[config.mk]
export PLATFORM = sky130hd
export DESIGN_NAME = topk_stream_sorter
export DESIGN_NICKNAME = d
export VERILOG_FILES = /design/src/rtl/sorter_pkg.sv /design/src/rtl/topk_insert_cmp.sv /design/src/rtl/topk_stream_sorter.sv
export SDC_FILE = /design/constraint.sdc
export NUM_CORES = 1
export LEC_CHECK = 0
export CAP_MARGIN = 5
export CORE_ASPECT_RATIO = 0.6
export CORE_MARGIN = 2
export CORE_UTILIZATION = 35
export CTS_CLUSTER_DIAMETER = 40
export DETAILED_ROUTE_END_ITERATION = 8
export GPL_TIMING_DRIVEN = 0
export PLACE_DENSITY_LB_ADDON = 0.2
export SLEW_MARGIN = 20
export SYNTH_ARGS = -nofsm -noshare
export SYNTH_HDL_FRONTEND = slang
export SYNTH_HIERARCHICAL = 1
export SYNTH_SLANG_ARGS = --single-unit
[constraint.sdc]
create_clock -name clk_i -period 3.1 [get_ports clk_i]
set_clock_uncertainty 0.15 [all_clocks]
set_input_delay 0.62 -clock clk_i [delete_from_list [all_inputs] [get_ports clk_i]]
set_output_delay 0.62 -clock clk_i [all_outputs]
set_load 0.1 [all_outputs]
[src/rtl/sorter_pkg.sv]
// Shared types and ranking helper for the streaming top-K sorter.
// topk_better is a pure function; the caller supplies the real sample width.
package sorter_pkg;

  typedef enum logic [1:0] {TOPK_IDLE, TOPK_LOAD, TOPK_OUT} topk_state_e;

  localparam int TOPK_MAXW = 64;

  // Signed order maps onto unsigned order by inverting the sign bit.
  function automatic logic topk_better(input logic [TOPK_MAXW-1:0] a,
                                       input logic [TOPK_MAXW-1:0] b,
                                       input logic                 sign,
                                       input logic                 descend,
                                       input int unsigned          w);
    logic [TOPK_MAXW-1:0] m;
    logic [TOPK_MAXW-1:0] ka;
    logic [TOPK_MAXW-1:0] kb;
    m  = sign ? (TOPK_MAXW'(1) << (w - 1)) : '0;
    ka = a ^ m;
    kb = b ^ m;
    return descend ? (ka > kb) : (ka < kb);
  endfunction

endpackage

[src/rtl/topk_insert_cmp.sv]
// Per-slot comparator: asserts take when the incoming sample belongs at or above this slot.
// Purely combinational; an equal sample never takes, which keeps ties in arrival order.
module topk_insert_cmp
  import sorter_pkg::*;
#(
  parameter int DATAWIDTH = 8
) (
  input  logic [DATAWIDTH-1:0] i_slot_dat,
  input  logic                 i_slot_vld,
  input  logic [DATAWIDTH-1:0] i_smp_dat,
  input  logic                 i_sign,
  input  logic                 i_descend,
  output logic                 o_take
);

  assign o_take = !i_slot_vld ||
                  topk_better(TOPK_MAXW'(i_smp_dat), TOPK_MAXW'(i_slot_dat),
                              i_sign, i_descend, DATAWIDTH);

endmodule

[src/rtl/topk_stream_sorter.sv]
// Streaming top-K selector; 1 sample/cycle, result one cycle after the last sample.
// Ready only while loading, result held until accepted. TOPK_INDEX_EN adds out_idx_o.
module topk_stream_sorter
  import sorter_pkg::*;
#(
  parameter  int DATAWIDTH = 8,
  parameter  int K         = 8,
  parameter  int MAX_LEN   = 32,
  localparam int LENW      = $clog2(MAX_LEN + 1),
  localparam int CNTW      = $clog2(K + 1)
) (
  input  logic                   clk_i,
  input  logic                   rst_i,
  input  logic                   start_i,
  input  logic                   sign_ctrl_i,
  input  logic                   descend_i,
  input  logic [LENW-1:0]        len_i,
  input  logic                   in_valid_i,
  output logic                   in_ready_o,
  input  logic [DATAWIDTH-1:0]   in_data_i,
  output logic                   out_valid_o,
  input  logic                   out_ready_i,
  output logic [K*DATAWIDTH-1:0] out_data_o,
`ifdef TOPK_INDEX_EN
  output logic [K*LENW-1:0]      out_idx_o,
`endif
  output logic [CNTW-1:0]        out_count_o,
  output logic                   busy_o
);

  topk_state_e          r_state;
  logic                 r_in_rdy;
  logic                 r_out_vld;
  logic                 r_busy;
  logic                 r_sign;
  logic                 r_desc;
  logic [LENW-1:0]      r_len;
  logic [LENW-1:0]      r_rcv;
  logic [CNTW-1:0]      r_cnt;
  logic [DATAWIDTH-1:0] r_slot [K];
  logic [DATAWIDTH-1:0] w_prev_slot [K];
  logic [K-1:0]         w_take;
  logic [K-1:0]         w_ins;
  logic [K-1:0]         w_shf;
  logic [LENW-1:0]      w_len;
  logic                 w_acc;
`ifdef TOPK_INDEX_EN
  logic [LENW-1:0]      r_idx [K];
  logic [LENW-1:0]      w_prev_idx [K];
`endif

  assign w_acc = in_valid_i && r_in_rdy;
  assign w_len = (len_i > LENW'(MAX_LEN)) ? LENW'(MAX_LEN) : len_i;

  // Filled slots are always contiguous from slot 0, so take is a thermometer code.
  for (genvar g = 0; g < K; g++) begin : g_slot
    topk_insert_cmp #(.DATAWIDTH(DATAWIDTH)) u_cmp (
      .i_slot_dat (r_slot[g]),
      .i_slot_vld (CNTW'(g) < r_cnt),
      .i_smp_dat  (in_data_i),
      .i_sign     (r_sign),
      .i_descend  (r_desc),
      .o_take     (w_take[g])
    );
    if (g == 0) begin : g_first
      assign w_ins[g]       = w_take[g];
      assign w_shf[g]       = 1'b0;
      assign w_prev_slot[g] = '0;
`ifdef TOPK_INDEX_EN
      assign w_prev_idx[g]  = '0;
`endif
    end else begin : g_rest
      assign w_ins[g]       = w_take[g] && !w_take[g-1];
      assign w_shf[g]       = w_take[g-1];
      assign w_prev_slot[g] = r_slot[g-1];
`ifdef TOPK_INDEX_EN
      assign w_prev_idx[g]  = r_idx[g-1];
`endif
    end
    assign out_data_o[g*DATAWIDTH +: DATAWIDTH] = r_slot[g];
`ifdef TOPK_INDEX_EN
    assign out_idx_o[g*LENW +: LENW] = r_idx[g];
`endif
  end

  always_ff @(posedge clk_i or posedge rst_i) begin
    if (rst_i) begin
      r_state   <= TOPK_IDLE;
      r_in_rdy  <= 1'b0;
      r_out_vld <= 1'b0;
      r_busy    <= 1'b0;
      r_sign    <= 1'b0;
      r_desc    <= 1'b0;
      r_len     <= '0;
      r_rcv     <= '0;
      r_cnt     <= '0;
      for (int i = 0; i < K; i++) begin
        r_slot[i] <= '0;
`ifdef TOPK_INDEX_EN
        r_idx[i]  <= '0;
`endif
      end
    end else begin
      case (r_state)
        TOPK_IDLE: begin
          if (start_i) begin
            r_sign <= sign_ctrl_i;
            r_desc <= descend_i;
            r_len  <= w_len;
            r_rcv  <= '0;
            r_cnt  <= '0;
            r_busy <= 1'b1;
            for (int i = 0; i < K; i++) begin
              r_slot[i] <= '0;
`ifdef TOPK_INDEX_EN
              r_idx[i]  <= '0;
`endif
            end
            if (w_len == '0) begin
              r_state   <= TOPK_OUT;
              r_out_vld <= 1'b1;
            end else begin
              r_state  <= TOPK_LOAD;
              r_in_rdy <= 1'b1;
            end
          end
        end
        TOPK_LOAD: begin
          if (w_acc) begin
            r_rcv <= r_rcv + LENW'(1);
            if (r_cnt != CNTW'(K)) r_cnt <= r_cnt + CNTW'(1);
            for (int i = 0; i < K; i++) begin
              if (w_ins[i]) begin
                r_slot[i] <= in_data_i;
`ifdef TOPK_INDEX_EN
                r_idx[i]  <= r_rcv;
`endif
              end else if (w_shf[i]) begin
                r_slot[i] <= w_prev_slot[i];
`ifdef TOPK_INDEX_EN
                r_idx[i]  <= w_prev_idx[i];
`endif
              end
            end
            if (r_rcv + LENW'(1) == r_len) begin
              r_state   <= TOPK_OUT;
              r_in_rdy  <= 1'b0;
              r_out_vld <= 1'b1;
            end
          end
        end
        TOPK_OUT: begin
          if (out_ready_i) begin
            r_state   <= TOPK_IDLE;
            r_out_vld <= 1'b0;
            r_busy    <= 1'b0;
          end
        end
        default: begin
          r_state   <= TOPK_IDLE;
          r_in_rdy  <= 1'b0;
          r_out_vld <= 1'b0;
          r_busy    <= 1'b0;
        end
      endcase
    end
  end

  assign in_ready_o  = r_in_rdy;
  assign out_valid_o = r_out_vld;
  assign busy_o      = r_busy;
  assign out_count_o = r_cnt;

endmodule

==> PnR_summary.wiki, run 1 <==
{| class="wikitable"
! Metric !! Value
|-
| Data required time of the worst path || 3.19 ns
|-
| Ys flop type || sky130_fd_sc_hd__dfrtp_1
|-
| Antenna diodes || 0
|-
| Unrepaired setup endpoints after global routing || yes
|-
| Run status || finished, violations left
|-
| Post-Synthesis Net Count || roughly 770
|-
| Final number of setup-violating endpoints || 8
|-
| Area share of the leading cell type in the synthesized netlist || 0.3477
|-
| Flip-flop and latch count after synthesis || 87
|-
| Latest clock arrival within the worst-skew pair || 0.36 ns
|-
| Post-synthesis sequential area ratio || 0.3477
|-
| Largest family of logic cells by synthesized area || compound AO/OA/AOI/OAI gates
|-
| Clock Pin Slew Worst Setup and Hold Paths || around 0.070 ns
|-
| First-pass iteration count of the detailed router || 5
|-
| Area share of fa/ha/maj cells after synthesis || 0.1359
|-
| Largest net degree at the start of global routing || 26
|-
| Category of the critical setup timing path || reg2reg
|-
| Buffer type at the clock tree root || sky130_fd_sc_hd__clkbuf_16
|-
| Stages on worst setup path || 11
|-
| Number of filler instances in the final layout || approximately 1600
|-
| Routed WL || between 20 and 25 mm
|-
| Area of the multi-input gates || just over 4000 sq um
|-
| Count of buffers from port buffering || 91
|-
| Met3 Track Usage GR || 0.07627
|-
| Starting utilization of the core area || 0.3616
|-
| Clock tree from TritonCTS || yes
|-
| Top-level port count || 92
|-
| Post-synthesis share of cell area spent on xor and xnor gates || 0.03497
|-
| Largest delay contributor family on the critical path || compound AO/OA/AOI/OAI gates
|-
| CP max-delay cell || sky130_fd_sc_hd__dfrtp_4
|-
| Global-route congestion overflow total || 0
|-
| Cell row count || 37
|-
| Hold path startpoint || r_len[4]$_DFFE_PP0P_
|-
| Hold Path Depth || 2
|-
| Number of vias in the routed layout || a little under 6000
|-
| Met2 capacity usage during global routing || 0.3306
|-
| Final Max Tran Viols || 0
|-
| Number of cells produced by synthesis || just under 700
|-
| Antenna violations before repair || 0
|-
| Top fanout value on the critical path || 8
|-
| Number of global-route vias before repair || between 5000 and 6000
|-
| Proportion of synthesized area in mux cells || 0.08953
|-
| Critical path launch point || r_sign$_DFFE_PP0P_
|-
| Final cycle utilization of the critical path || 1.024
|-
| Final design area excluding fillers || approximately 8700 sq um
|-
| EDFF count, synth || 0
|-
| Average footprint of a synthesized cell || between 9 and 10 sq um
|-
| Global-route wire length before repair || between 30 and 40 mm
|-
| Final critical-path required period || around 3.2 ns
|-
| Area contributors post-synth || sky130_fd_sc_hd__dfrtp_1 35%, sky130_fd_sc_hd__ha_1 14%, sky130_fd_sc_hd__mux2i_1 9.0%
|-
| Wirelength per Cell || between 20 and 25 microns
|-
| Startpoint Class || flop
|-
| Total count of hold-check failures in the final report || 0
|-
| Cell area after technology mapping || approximately 6300 sq um
|-
| Count of maximum capacitance violations || 0
|-
| Classification of the worst-slack hold path || reg2reg
|-
| Data arrival time of the critical path || 3.27 ns
|-
| Die Footprint || 19010 sq um
|-
| Max Fclk || about 0.31 GHz
|-
| CP cell instances || buf_12, xor2_2, ha_4, nand4_1, buf_4, o221ai_4, o311ai_4, nand2b_4, buf_6, mux2i_2, o31ai_1
|-
| Clk sink count || a little under 90
|-
| Max incr delay on CP || around 0.57 ns
|-
| CTS Buf Count || 9
|-
| Normalized max-slew margin || 0.09375
|-
| Global-route total usage across every layer || 0.2395
|-
| Number of remaining DRC errors || 0
|-
| FF-to-FF Start || r_sign$_DFFE_PP0P_
|-
| Share of final-layout standard cells stronger than drive strength 1 || 0.2421
|-
| Post-synthesis to final-layout area growth || 38.35%
|-
| Layer with the highest usage after global routing || met1
|-
| Half-perimeter wire length of the detailed placement result || 16.03 mm
|-
| Complex-gate fraction of the synthesized area || 0.1954
|-
| Post-synth top area cell || sky130_fd_sc_hd__dfrtp_1
|-
| Most frequent cells in the layout || 104 x sky130_fd_sc_hd__nand2_1, 83 x sky130_fd_sc_hd__clkdlybuf4s50_1, 66 x sky130_fd_sc_hd__ha_1, 63 x sky130_fd_sc_hd__inv_1, 58 x sky130_fd_sc_hd__o31ai_1
|-
| Setup crit end kind || flop
|-
| Core area || about 17000 sq um
|-
| Initial detailed-routing violation count || 373
|-
| Cell count of the worst reg-to-reg path || 11
|-
| Violated checks || setup timing
|-
| Most common library cell in the layout ignoring fill and taps || sky130_fd_sc_hd__nand2_1
|-
| Weighted congestion reported at the end of routability-driven placement || 0.9149
|-
| Count of synthesis-stage warnings from yosys || 6
|-
| Post-detailed-route count of antenna-violating nets || 0
|-
| Sequential cell area || about 2200 sq um
|-
| Chip Height || about 110 microns
|-
| Total cell area at the placement stage || between 7000 and 8000 sq um
|-
| Hold buffer count at cts || 0
|-
| Buffers and inverters on the worst path || 3
|-
| End-of-flow core utilization || 0.5003
|-
| Chip Width || between 150 and 200 microns
|-
| CTS max path bufs || 2
|-
| Cell variety after synth || 42
|-
| GR Layer Usage met1 || 0.3501
|-
| Synthesized-area fraction occupied by and/or/nand/nor cells || 0.1323
|-
| Htree depth || 3
|-
| Actual slew at the worst max-slew pin || between 1 and 1.5 ns
|-
| Final setup margin || -0.07488 ns
|-
| Post-synthesis async set-or-reset flop share || 1.000
|-
| DR vias/cell || ~5.6
|-
| Post-layout nets || between 900 and 1000
|}
per-stage QoR:
stage / std cells / worst slack, ns / setup TNS, ns / hold slack (ns)
after floorplan: 683 / 0.001880 / 0 / 0.3137
after global placement: 1008 / -1.382 / -71.48 / 0.3391
after detailed placement: 1011 / -1.389 / -73.59 / 0.3408
after CTS: 1034 / -0.008071 / -0.01507 / 0.3587
after global routing: 1052 / -0.1319 / -1.443 / 0.3834
final: 1052 / -0.07488 / -0.2476 / 0.3540
metal layers:
| layer | part of all wire | wire length, microns | vias to the layer above |
|---|---|---|---|
| met5 | 0 | 0 | - |
| met4 | 0.020 | 459 | 0 |
| met3 | 0.097 | 2183 | 38 |
| met2 | 0.41 | 9234 | 269 |
| met1 | 0.47 | 10600 | 2883 |
| li1 | - | - | 2716 |
cell usage after synthesis, drive strengths merged, types with 10 or more instances:
master,instances
xnor2,12
mux2i,56
o21ai,33
inv,64
clkbuf,13
xor2,13
dfrtp,87
o211ai,10
nand4,18
buf,24
nand2b,10
nor2b,16
ha,68
o31ai,64
nand2,106
a21oi,39
path summary, 6_finish.rpt:
check / slack (ns) / endpoint
max: -0.07 / out_data_o[38]$_DFFE_PP0P_
min: 0.35 / r_len[4]$_DFFE_PP0P_
max reg2reg: -0.07 / out_data_o[38]$_DFFE_PP0P_
min reg2reg: 0.35 / r_len[4]$_DFFE_PP0P_
max in group asynchronous: 1.59 / out_data_o[35]$_DFFE_PP0P_
min in group asynchronous: 0.53 / out_data_o[56]$_DFFE_PP0P_
logic make-up after synthesis:
kind of cell,after synthesis
and+or+nand+nor,174
buffers and inverters,101
adders and majority gates,68
xor gates and xnor gates,25
DFF,87
AOI/OAI and AO/OA,172
muxes,56
tightest hold or removal path: cells and delay by family (launching register included):
family           cells  cell delay, ns
AO/OA/AOI/OAI        1            0.06
flip-flops           1            0.36
AND/OR/NAND/NOR      1            0.05
state kept, by name, summed over array words and instances, names as in the netlist:
signal       flops
out_data_o      64
r_len            6
r_rcv            6
out_count_o      4
r_state          2
busy_o           1
in_ready_o       1
out_valid_o      1
r_desc           1
r_sign           1
final cells by class:
class | count | share of cell area
plain buffers | 34 | 0.02311
clock inverters | 6 | 0.008956
repair buffers | 122 | 0.1416
clock buffers | 10 | 0.02643
inverters | 64 | 0.02817
flip-flops and latches | 87 | 0.2593
well taps | 234 | 0.03380
multi-input cells | 495 | 0.4787
what timing repair did:
| action | CTS | global route |
|---|---|---|
| setup buffers | 10 | 18 |
| resized for setup | 65 | 80 |
| endpoints found under the hold margin | 0 | 0 |
| endpoints found under the setup margin | 64 | 63 |
| pin swaps | 10 | 24 |
Power of run 1 is left out: the tool's default activity adds up to more than one toggle a clock period on the data nets, which glitch-free logic cannot reach.
==> run 2: changes to the inputs <==
--- a/config.mk
+++ b/config.mk
@@ -16,5 +16,4 @@
 export SLEW_MARGIN = 20
 export SYNTH_ARGS = -nofsm -noshare
 export SYNTH_HDL_FRONTEND = slang
-export SYNTH_HIERARCHICAL = 1
 export SYNTH_SLANG_ARGS = --single-unit
==> PnR_summary.wiki, run 2 <==
{| class="wikitable"
! Metric !! Value
|-
| Run status || finished, final reports clean
|-
| GR Layer Usage met1 || 0.3335
|-
| Global-route wire length before repair || between 30 and 40 mm
|-
| Number of vias in the routed layout || 5536
|-
| Combinational Power Share || 0.592
|-
| Startpoint Class || flop
|-
| Most common library cell in the layout ignoring fill and taps || sky130_fd_sc_hd__nand2_1
|-
| Count of synthesis-stage warnings from yosys || 0
|-
| Max Fclk || 0.3290 GHz
|-
| Clk sink count || 87
|-
| Initial detailed-routing violation count || a little over 400
|-
| Non-Filler Instances || ~1000
|-
| Final design area excluding fillers || ~8300 sq um
|-
| Unrepaired setup endpoints after global routing || yes
|-
| Number of cells produced by synthesis || roughly 660
|-
| Layer with the highest usage after global routing || met1
|-
| Actual slew at the worst max-slew pin || 1.251 ns
|-
| Worst IR Drop VDD || 0.8830 mV
|-
| Clock Power Share || 0.179
|-
| EDFF count, synth || 0
|-
| Internal power || between 3 and 4 mW
|-
| Routed WL || 20.29 mm
|-
| Die Footprint || around 19000 sq um
|-
| Chip Width || about 170 microns
|-
| Post-synth top area cell || sky130_fd_sc_hd__dfrtp_1
|-
| CTS max path bufs || 2
|-
| Cell variety after synth || 60
|-
| Area share of the leading cell type in the synthesized netlist || 0.3566
|-
| PD cells || 838.9 nW/um^2
|-
| Count of buffers from port buffering || slightly below 90
|-
| Chip Height || ~110 microns
|-
| First-pass iteration count of the detailed router || 5
|-
| Post-layout nets || 879
|-
| Post-detailed-route count of antenna-violating nets || 0
|-
| Sequential group share of total power || 0.229
|-
| Data arrival time of the critical path || approximately 3.1 ns
|-
| Antenna violations before repair || 0
|-
| Core area || around 17000 sq um
|-
| Top-level port count || just over 90
|-
| Weighted congestion reported at the end of routability-driven placement || 0.8788
|-
| Met2 capacity usage during global routing || 0.3132
|-
| Flip-flop and latch count after synthesis || between 80 and 90
|-
| Htree depth || 3
|-
| Post-Synthesis Net Count || ~750
|-
| Count of maximum capacitance violations || 0
|-
| Ys flop type || sky130_fd_sc_hd__dfrtp_1
|-
| Number of global-route vias before repair || about 5400
|-
| Wirelength per Cell || around 20 microns
|-
| Cell row count || 37
|-
| Hold slack final || between 0.3 and 0.4 ns
|-
| Count leader, synth || sky130_fd_sc_hd__nand2_1
|-
| Share of final-layout standard cells stronger than drive strength 1 || 0.2013
|-
| Latest clock arrival within the worst-skew pair || 0.36 ns
|-
| Global-route congestion overflow total || 0
|-
| Normalized max-slew margin || 0.1663
|-
| Category of the critical setup timing path || reg2reg
|-
| CTS Buf Count || 9
|-
| Total cell area at the placement stage || about 7400 sq um
|-
| Total count of hold-check failures in the final report || 0
|-
| Final critical-path required period || ~3.0 ns
|-
| Post-synthesis sequential area ratio || 0.3566
|-
| Average footprint of a synthesized cell || roughly 9.2 sq um
|-
| Number of remaining DRC errors || 0
|-
| Final Max Tran Viols || 0
|-
| Setup crit end kind || flop
|-
| Met3 Track Usage GR || 0.06474
|-
| Total power || about 7 mW
|-
| Most frequent cells in the layout || 87 x sky130_fd_sc_hd__nand2_1, 83 x sky130_fd_sc_hd__clkdlybuf4s50_1, 64 x sky130_fd_sc_hd__ha_1, 64 x sky130_fd_sc_hd__dfrtp_1, 59 x sky130_fd_sc_hd__inv_1
|-
| Clock tree from TritonCTS || yes
|-
| Classification of the worst-slack hold path || reg2reg
|-
| Max reg flops || 64
|-
| Post-synthesis to final-layout area growth || 36.27%
|-
| Buffer type at the clock tree root || sky130_fd_sc_hd__clkbuf_16
|-
| Starting utilization of the core area || 0.3565
|-
| Area contributors post-synth || sky130_fd_sc_hd__dfrtp_1 36%, sky130_fd_sc_hd__ha_1 14%, sky130_fd_sc_hd__mux2i_1 8.2%
|-
| Switching part of the total power || 0.4907
|-
| Clock Pin Slew Worst Setup and Hold Paths || around 0.070 ns
|-
| Synth cell count leaders || 88 x sky130_fd_sc_hd__nand2_1, 87 x sky130_fd_sc_hd__dfrtp_1, 68 x sky130_fd_sc_hd__ha_1
|-
| Final cycle utilization of the critical path || 0.9803
|-
| DR vias/cell || roughly 5.4
|-
| Global-route total usage across every layer || 0.2235
|-
| Leak Pwr || between 3 and 4 nW
|-
| Half-perimeter wire length of the detailed placement result || around 15 mm
|-
| Post-synthesis async set-or-reset flop share || 1.000
|-
| Cell area after technology mapping || around 6000 sq um
|-
| Largest net degree at the start of global routing || 35
|-
| Data required time of the worst path || 3.19 ns
|-
| Top fanout value on the critical path || 9
|-
| Final number of setup-violating endpoints || 0
|-
| Antenna diodes || 0
|-
| Number of cells after detailed placement || 987
|-
| End-of-flow core utilization || 0.4858
|-
| Switching power || roughly 3.4 mW
|}
run 2: cell count changes in the layout (fill, tap and decap cells not counted), moves of 14 or more:
cell / previous run / this run
sky130_fd_sc_hd__a22o_1: 1 / 15
sky130_fd_sc_hd__dfrtp_1: 34 / 64
sky130_fd_sc_hd__dfrtp_2: 52 / 23
sky130_fd_sc_hd__nand2_1: 104 / 87
sky130_fd_sc_hd__nand3_1: 1 / 16
sky130_fd_sc_hd__o21ai_0: 23 / 38
sky130_fd_sc_hd__o21ai_1: 2 / 36
sky130_fd_sc_hd__o31ai_1: 58 / 2
run 2: worst paths after layout:
path	startpoint	cells after the start	endpoint	slack (ns)
hold / removal	r_len[4]$_DFFE_PP0P_	2	r_len[4]$_DFFE_PP0P_	0.35
setup reg to reg	r_sign$_DFFE_PP0P_	12	out_data_o[33]$_DFFE_PP0P_	0.06
min in group asynchronous	rst_i	2	out_data_o[61]$_DFFE_PP0P_	0.52
hold reg to reg	r_len[4]$_DFFE_PP0P_	2	r_len[4]$_DFFE_PP0P_	0.35
setup / recovery	r_sign$_DFFE_PP0P_	12	out_data_o[33]$_DFFE_PP0P_	0.06
max in group asynchronous	rst_i	3	out_data_o[23]$_DFFE_PP0P_	1.70
run 2: per-stage QoR:
stage	setup TNS, ns	setup slack (ns)
after global placement	-57.44	-1.075
after detailed placement	-59.60	-1.192
after CTS	-0.002329	-0.002329
final	0	0.06094
after global routing	-0.7392	-0.05521
after floorplan	0	0.007494
run 2: cell families after synthesis:
group / share of synthesized area
mux: 0.1027
fa+ha+maj: 0.1393
flops: 0.3566
compound gates: 0.1840
buf+inv: 0.05922
simple gates: 0.1309
xor+xnor: 0.02725
run 2: power groups by stage:
stage	registers (mW)	clock network (mW)	logic, mW
finish	1.60	1.25	4.13
global route	1.63	1.30	4.42
CTS	1.59	1.26	3.76
detailed placement	1.60	0	3.46
global placement	1.60	0	3.37
floorplan	2.45	0	1.73
run 2: repair_timing:
action | in CTS | in global routing
pin swaps | 6 | 15
setup buffers | 13 | 15
endpoints found under the setup margin | 64 | 61
hold buffers | 0 | 0
gates resized for setup | 39 | 56
run 2: routing by layer:
layer  up-vias  part of all wire
li1       2606                 -
met1      2749              0.50
met2       160              0.42
met3        21             0.066
met4         0             0.013
met5         -                 0
run 2: critical path, stage by stage (launching register included):
cell	delay (ns)
sky130_fd_sc_hd__dfrtp_1	0.39
sky130_fd_sc_hd__clkbuf_16	0.18
sky130_fd_sc_hd__xor2_4	0.17
sky130_fd_sc_hd__buf_4	0.17
sky130_fd_sc_hd__ha_4	0.26
sky130_fd_sc_hd__nand4_1	0.12
sky130_fd_sc_hd__a21o_1	0.22
sky130_fd_sc_hd__nand3_1	0.08
sky130_fd_sc_hd__or3b_4	0.44
sky130_fd_sc_hd__nor3b_1	0.17
sky130_fd_sc_hd__buf_4	0.23
sky130_fd_sc_hd__mux2i_2	0.22
sky130_fd_sc_hd__o21ai_1	0.11
run 2: area by class of cell:
cell class | instances | area (sq um)
well taps | 234 | 292.8
repair buffers | 119 | 1165
clock inverters | 4 | 77.57
flip-flops and latches | 87 | 2206
fillers | 1600 | 8808
clock buffers | 12 | 256.5
multi-input cells | 487 | 3921
plain buffers | 24 | 161.4
inverters | 62 | 240.2
(Power assumes the default switching activity.)
==> run 3: changes to the inputs <==
--- a/config.mk
+++ b/config.mk
@@ -8,7 +8,7 @@
 export CAP_MARGIN = 5
 export CORE_ASPECT_RATIO = 0.6
 export CORE_MARGIN = 2
-export CORE_UTILIZATION = 35
+export CORE_UTILIZATION = 30
 export CTS_CLUSTER_DIAMETER = 40
 export DETAILED_ROUTE_END_ITERATION = 8
 export GPL_TIMING_DRIVEN = 0
==> PnR_summary.wiki, run 3 (synthesis gave the netlist of run 2 again) <==
{| class="wikitable"
! Metric !! Value
|-
| Most frequent cells in the layout || 88 x sky130_fd_sc_hd__nand2_1, 83 x sky130_fd_sc_hd__clkdlybuf4s50_1, 67 x sky130_fd_sc_hd__ha_1, 64 x sky130_fd_sc_hd__dfrtp_1, 59 x sky130_fd_sc_hd__inv_1
|-
| Count of maximum capacitance violations || 0
|-
| Place WS || -1.218 ns
|-
| Final setup margin || ~0.11 ns
|-
| Number of global-route vias before repair || between 5000 and 6000
|-
| Half-perimeter wire length of the detailed placement result || 14.97 mm
|-
| Clk sink count || 87
|-
| Setup slack on the worst flop-to-flop path || around 0.11 ns
|-
| Top fanout value on the critical path || 8
|-
| Data required time of the worst path || around 3.2 ns
|-
| Clock tree from TritonCTS || yes
|-
| Global-route total usage across every layer || 0.1898
|-
| Max reg flops || 64
|-
| Cell row count || 40
|-
| Buffer type at the clock tree root || sky130_fd_sc_hd__clkbuf_16
|-
| Clock Pin Slew Worst Setup and Hold Paths || roughly 0.07 ns
|-
| Classification of the worst-slack hold path || reg2reg
|-
| Total count of hold-check failures in the final report || 0
|-
| Post-detailed-route count of antenna-violating nets || 0
|-
| Chip Width || between 150 and 200 microns
|-
| Total cell area at the placement stage || approximately 7500 sq um
|-
| Largest delay contributor family on the critical path || compound AO/OA/AOI/OAI gates
|-
| End-of-flow core utilization || 0.4180
|-
| Worst IR Drop VDD || about 0.86 mV
|-
| Die Footprint || 21550 sq um
|-
| Chip Height || ~110 microns
|-
| Max incr delay on CP || slightly below 0.4 ns
|-
| Core area || approximately 20000 sq um
|-
| Setup crit end kind || flop
|-
| Weighted congestion reported at the end of routability-driven placement || 0.8002
|-
| Post-layout nets || roughly 880
|-
| Largest net degree at the start of global routing || 32
|-
| PD cells || 838.4 nW/um^2
|-
| Actual slew at the worst max-slew pin || between 1 and 1.5 ns
|-
| Max Fclk || ~0.33 GHz
|-
| Buffers and inverters on the worst path || 2
|-
| Final design area excluding fillers || between 8000 and 9000 sq um
|-
| Hold slack final || roughly 0.36 ns
|-
| Count of buffers from port buffering || 89
|-
| Global-route congestion overflow total || 0
|-
| Normalized max-slew margin || 0.2032
|-
| Cell count of the worst reg-to-reg path || 11
|-
| Final cycle utilization of the critical path || 0.9658
|-
| CP max-delay cell || sky130_fd_sc_hd__dfrtp_1
|-
| Worst reg2reg path endpoint || out_data_o[29]$_DFFE_PP0P_
|-
| Leak Pwr || roughly 3.2 nW
|-
| Stages on worst setup path || 11
|-
| Number of vias in the routed layout || about 5300
|-
| Total power || roughly 7 mW
|-
| Final critical-path required period || between 2 and 3 ns
|-
| Post-synthesis to final-layout area growth || 36.72%
|-
| Unrepaired setup endpoints after global routing || yes
|-
| Number of remaining DRC errors || 0
|-
| Global-route wire length before repair || ~31 mm
|-
| Htree depth || 3
|-
| Critical path launch point || r_sign$_DFFE_PP0P_
|-
| CTS max path bufs || 2
|-
| Most common library cell in the layout ignoring fill and taps || sky130_fd_sc_hd__nand2_1
|-
| Starting utilization of the core area || 0.3058
|-
| Final Max Tran Viols || 0
|-
| Area of the multi-input gates || roughly 4000 sq um
|-
| Number of filler instances in the final layout || about 1900
|-
| First-pass iteration count of the detailed router || 4
|-
| Sequential cell area || between 2000 and 2500 sq um
|-
| Run status || finished, final reports clean
|-
| Initial detailed-routing violation count || around 270
|-
| Hold buffer count at cts || 0
|-
| Antenna diodes || 0
|-
| Data arrival time of the critical path || 3.10 ns
|-
| Startpoint Class || flop
|-
| Final number of setup-violating endpoints || 0
|-
| Latest clock arrival within the worst-skew pair || 0.36 ns
|-
| FF-to-FF Start || r_sign$_DFFE_PP0P_
|-
| CP cell instances || clkbuf_16, xor2_4, buf_12, ha_1, nand2_1, nor2_1, a21oi_2, mux2i_4, o21ai_4, mux2_2, a22o_1
|-
| Top-level port count || 92
|-
| Routed WL || 20.32 mm
|-
| CTS Buf Count || 9
|-
| DR vias/cell || 4.960
|-
| Antenna violations before repair || 0
|-
| Category of the critical setup timing path || reg2reg
|-
| Wirelength per Cell || 19.06 microns
|-
| Share of final-layout standard cells stronger than drive strength 1 || 0.1942
|-
| End point of the critical path || out_data_o[29]$_DFFE_PP0P_
|}
[run 3: tightest hold or removal path: cells and delay by family (launching register included)]
kind	cells	cell delay (ns)
AOI/OAI and AO/OA	1	0.07
and+or+nand+nor	1	0.05
DFF	1	0.36
[run 3: metal layers]
metal / global-route usage / share of wire
met1: 0.3004 / 0.52
met2: 0.2581 / 0.40
met3: 0.04505 / 0.074
met4: 0.02992 / 0.0051
met5: 0 / 0
[run 3: worst min-delay path by stage]
stage,start,end,cells past startpoint
2_1_floorplan,r_len[5]$_DFFE_PP0P_,r_len[5]$_DFFE_PP0P_,2
3_3_place_gp,r_len[0]$_DFFE_PP0P_,r_len[0]$_DFFE_PP0P_,2
3_5_place_dp,r_len[0]$_DFFE_PP0P_,r_len[0]$_DFFE_PP0P_,2
4_1_cts,r_rcv[5]$_DFFE_PP0P_,r_rcv[5]$_DFFE_PP0P_,2
5_1_grt,r_len[5]$_DFFE_PP0P_,r_len[5]$_DFFE_PP0P_,2
6_report,r_rcv[5]$_DFFE_PP0P_,r_rcv[5]$_DFFE_PP0P_,2
[run 3: where the power goes]
part | switching (mW) | internal (mW) | total [mW] | leakage (nW)
Sequential | 0.249 | 1.34 | 1.59 | 1.15
Clock | 0.491 | 0.811 | 1.30 | 0.162
Combinational | 2.67 | 1.43 | 4.10 | 1.93
Total | 3.41 | 3.59 | 7.00 | 3.24
[run 3: cell type report]
cell class                      count  share of cell area
Inverter                           62             0.02878
Buffer                             24             0.02023
Multi-Input combinational cell    487              0.4657
Sequential cell                    87              0.2642
Clock inverter                      5             0.01259
Timing Repair Buffer              117              0.1385
Clock buffer                       11             0.02908
Tap cell                          273             0.04092
[run 3: metrics by stage]
| step | instances | setup TNS, ns |
|---|---|---|
| floorplan | 662 | 0 |
| global route | 1066 | -0.2556 |
| detailed placement | 1027 | -61.38 |
| CTS | 1049 | 0 |
| finish | 1066 | 0 |
| global placement | 1024 | -61.54 |
[run 3: what timing repair did]
item                                    CTS  global route
endpoints found under the setup margin   64            61
setup buffers                             7            18
gates resized for setup                  37            49
pin swaps                                 5            12
==> RTL change 1: new RTL, flow settings as in run 2 <==
Make the reset (`rst_i`) synchronous in one clocked block.
--- a/src/rtl/topk_stream_sorter.sv
+++ b/src/rtl/topk_stream_sorter.sv
@@ -83,7 +83,7 @@
 `endif
   end
 
-  always_ff @(posedge clk_i or posedge rst_i) begin
+  always_ff @(posedge clk_i) begin
     if (rst_i) begin
       r_state   <= TOPK_IDLE;
       r_in_rdy  <= 1'b0;
Formal check against the unedited RTL: differs if rst_i is asserted again (counterexample within 4 cycles, from zero or initial values and one cycle with rst_i high); with rst_i held inactive, the same outputs for 4 cycles.
==> RTL change 1 against run 2 <==
Worst setup slack got worse by 8.1 ps. Sequential share of layout area rose by 2.8 points. Non-clock buffer count fell by 8. Wire length rose by 0.48%. Maximum frequency fell by 0.27%. Global-route usage rose by 0.092 points. Area after synthesis fell by 2.2%. Design area fell by 5.2%. Sequential cell count did not move. Highest routed layer unchanged.
Power is not compared: it rests on default switching activity, and its combinational part moved more than twofold at a synthesized area within 25%.
==> RTL change 1: results (changes against run 2) <==
* Prevailing post-synth register cell: edfxtp_1
* Leakage at 3.02 nW
* Asr flop ratio synth at 0 (-1.00)
* Syn Nets at 728 (-3.1%)
* Routability cong. at 0.908 (+3.3%)
* Synth area leaders: edfxtp_1 28%, ha_1 13%, dfxtp_1 10%, inv_1 4.0%, o31ai_1 3.5%
* Internal reg-to-reg setup slack at 150 ps (+90 ps)
* Worst path max stage delay at 420 ps (-20 ps)
* Syn_area_per_cell at 9.25 sq um (+0.27%)
* Relative slew slack at 0.324 (+0.158)
* Placed Cells incl. Taps at 964 (-2.3%)
* Fraction of layout cells with a size suffix above 1 at 0.148 (-0.0534)
* Reg-to-Reg Start: r_slot[0][25]
* Number of global-route vias before repair at 5430 (+0.43%)
* Crit path max-delay cell type: a211o_2
* Synth cell types at 62 (+3.3%)
* Min-delay src: busy_o
* Crit path DAT at 2970 ps (-160 ps)
* Routed vias at 5658 (+2.2%)
* Final net count at 841 (-4.3%)
* Drt wl/cell at 20.5 um (+4.2%)
* Global-route wire length before repair at 31300 um (-0.48%)
* Initial DRC count at 462 (+15%)
* Min-delay worst type: reg2reg
* Largest net degree at the start of global routing at 15 (-57%)
* Global Route Usage Sum at 0.224 (+0.000918)
* Avg Vias per Cell at 5.70 (+6.0%)
* Worst reg2reg path endpoint: r_slot[1][0]
* Reg2reg path depth at 9 (-3)
* EDFF count, synth at 56 (+56)
* Status: complete, no violations
* DP Wirelength at 15500 um (+5.6%)
* Placed instance area at 0.00736 sq mm (-0.69%)
## RTL change 1: changes by cell type after synthesis, moves of 31 or more
cell      delta
nand2_1     -37
dfxtp_1     +31
o21ai_1     -32
mux2i_1     -38
dfrtp_1     -87
edfxtp_1    +56
## RTL change 1: logic make-up (layout without fill, tap and decap cells)
group | Yosys count | count (layout) | synth area share
simple gates | 200 | 200 | 0.171
compound gates | 170 | 170 | 0.200
buf+inv | 97 | 215 | 0.0649
flops | 87 | 87 | 0.385
fa+ha+maj | 63 | 63 | 0.131
mux | 16 | 16 | 0.0281
xor+xnor | 13 | 13 | 0.0191
## RTL change 1: stage by stage
step                 util  hold WS, ps
global route        0.478          336
floorplan               -          293
global placement    0.447          298
detailed placement  0.447          303
CTS                 0.477          313
finish              0.478          308
## RTL change 1: critical path: cells and delay by family
kind	cells	cell delay, ps
buffers and inverters	3	560
muxes	1	360
adders and majority gates	1	210
AOI/OAI and AO/OA	4	970
and+or+nand+nor	2	230
## RTL change 1: area by class of cell
class                      count  area (sq um)
buffer                        31           196
clock buffer                  13           258
clock inverter                 3          66.3
fill                        1563          8600
inverter                      64           244
multi-input combinational    462          3510
sequential                    87          2310
tap                          228           285
timing repair buffer         104          1010
## RTL change 1: power breakdown
part	total (mW)	internal [mW]	switching, mW
clock network	1.20	0.748	0.453
registers	1.35	1.29	0.0586
logic	0.945	0.268	0.677
total	3.50	2.31	1.19
## RTL change 1: metal layers
| layer | vias to the layer above | GRT usage | wire length, um |
|---|---|---|---|
| li1 | 2618 | - | - |
| met1 | 2767 | 0.335 | 9930 |
| met2 | 258 | 0.317 | 8230 |
| met3 | 15 | 0.0699 | 2100 |
| met4 | 0 | 0.0400 | 131 |
| met5 | - | 0 | 0 |
## RTL change 1: worst max-delay path by stage
stage	from	slack [ps]	endpoint
3_3_place_gp	in_data_i[3]	-1120	r_slot[1][11]
4_1_cts	in_data_i[6]	2	r_slot[0][14]
3_5_place_dp	in_data_i[3]	-1230	r_slot[1][11]
5_1_grt	in_valid_i	1	r_slot[0][28]
6_report	in_data_i[0]	50	r_slot[1][0]
2_1_floorplan	r_slot[1][17]	-80	r_slot[1][16]
## RTL change 1: what timing repair did
action,4_1_cts,5_1_grt
setup endpoints to repair,120,104
pin swaps,6,4
setup buffers,9,5
resized for setup,41,20
hold buffers,0,0
gates cloned,0,0
==> RTL change 2: new RTL, config.mk and constraints of run 2 <==
Without the edit above. The parameter `K` goes from 8 to 4.
--- a/src/rtl/topk_stream_sorter.sv
+++ b/src/rtl/topk_stream_sorter.sv
@@ -4,7 +4,7 @@
   import sorter_pkg::*;
 #(
   parameter  int DATAWIDTH = 8,
-  parameter  int K         = 8,
+  parameter  int K         = 4,
   parameter  int MAX_LEN   = 32,
   localparam int LENW      = $clog2(MAX_LEN + 1),
   localparam int CNTW      = $clog2(K + 1)
Interface: changed (resized out_count_o and out_data_o); port bits go from 92 to 59. The function was not compared with the original's and may differ.
==> RTL change 2 against run 2 <==
Worst setup slack gained 94 ps. Wire length fell by 52%. Sequential power fell by 56%. Utilization fell by 3.3 points. Sequential cell count down 33. Non-clock buffer count shrank 73. Power is 80% lower. Area after synthesis down 43%. Design area down 47%. Die area is 42% lower. Critical path type is now in2reg. Critical endpoint is now out_data_o[11]. Highest routed layer unchanged.
==> RTL change 2: results (changes against run 2) <==
* Status: complete, no violations
* Total CTS buffers at 5 (-4)
* Post-CTS Setup Repair Bufs at 3 (-10)
* Met1 usage at 0.291 (-0.0429)
* Crit path max-delay cell type: dlygate4sd2_1
* Met2 global-route usage at 0.271 (-0.0422)
* DP Wirelength at 7410 um (-50%)
* Fraction of layout cells with a size suffix above 1 at 0.111 (-0.0904)
* Synth area leaders: dfrtp_1 39%, ha_1 13%, a221o_1 4.6%, nand2_1 3.8%, inv_1 3.6%
* Avg Vias per Cell at 5.31 (-1.3%)
* Xor/xnor cell area share of the yosys netlist at 0.0404 (+0.0131)
* Final net count at 479 (-46%)
* Synth Area in Compound Gates at 0.213 (+0.0295)
* Number of global-route vias before repair at 2925 (-46%)
* DRT met1 WL at 5140 um (-49%)
* Filler cells at 976 (-39%)
* Non-Filler Instances at 559 (-46%)
* Met2 Routed Length at 3860 um (-55%)
* Routability cong. at 0.858 (-2.4%)
* CP delay by family, top: compound AO/OA/AOI/OAI gates
* Area of the multi-input gates at 0.00198 sq mm (-50%)
* Measured slew at the worst slew-check pin at 990 ps (-261 ps)
* Clk_lat worst skew at 300 ps (-60 ps)
* Placed instance area at 0.00423 sq mm (-43%)
* Post-CTS sizing at 16 (-59%)
* Worst reg2reg path endpoint: out_data_o[11]
* Internal reg-to-reg setup slack at 200 ps (+140 ps)
* Syn Nets at 412 (-45%)
* P_seq at 0.704 mW (-56%)
* Initial DRC count at 188 (-53%)
* Min-delay src: r_len[2]
* Mux contribution to synthesized area at 0.00613 (-0.0965)
* Register area share after synthesis at 0.389 (+0.0329)
* Largest net degree at the start of global routing at 55 (+57%)
* Reg2reg path depth at 9 (-3)
* Comb power frac at 0.095 (-0.497)
* DR WL met3 at 573 um (-58%)
* Critical Path Source: in_data_i[6]
* Net Sw Frac at 0.243 (-0.248)
* Max reg flops at 32 (-50%)
* Top cells by count, synth: 54 x dfrtp_1, 35 x ha_1, 35 x nand2_1
* Global-route wire length before repair at 15700 um (-50%)
==> RTL change 2: changes by cell type in the layout (fill, tap and decap cells not counted), sizes merged, moves of 33 or more <==
cell / delta
dfrtp: -33
buf: -35
mux2i: -50
clkdlybuf4s50: -33
ha: -33
nand2: -54
o21ai: -66
==> RTL change 2: worst min-delay path, cell delays in order, from the launching register on <==
cell,delay (ps)
dfrtp_1,360
nand2_1,60
nand2_1,50
==> RTL change 2: cell type report <==
class                      instances  share of cell area
buffer                             9             0.00993
clock buffer                       7              0.0323
clock inverter                     1             0.00113
inverter                          33              0.0286
multi-input combinational        259               0.448
sequential                        54               0.308
tap                              135              0.0383
timing repair buffer              61               0.134
==> RTL change 2: stage by stage <==
step / hold WS [ps] / setup WS (ps) / total power [mW]
global route: 371 / 12.4 / 1.48
floorplan: 308 / 16.3 / 0.788
finish: 348 / 155 / 1.43
detailed placement: 339 / -926 / 0.851
global placement: 329 / -864 / 0.847
CTS: 354 / 4.37 / 1.44
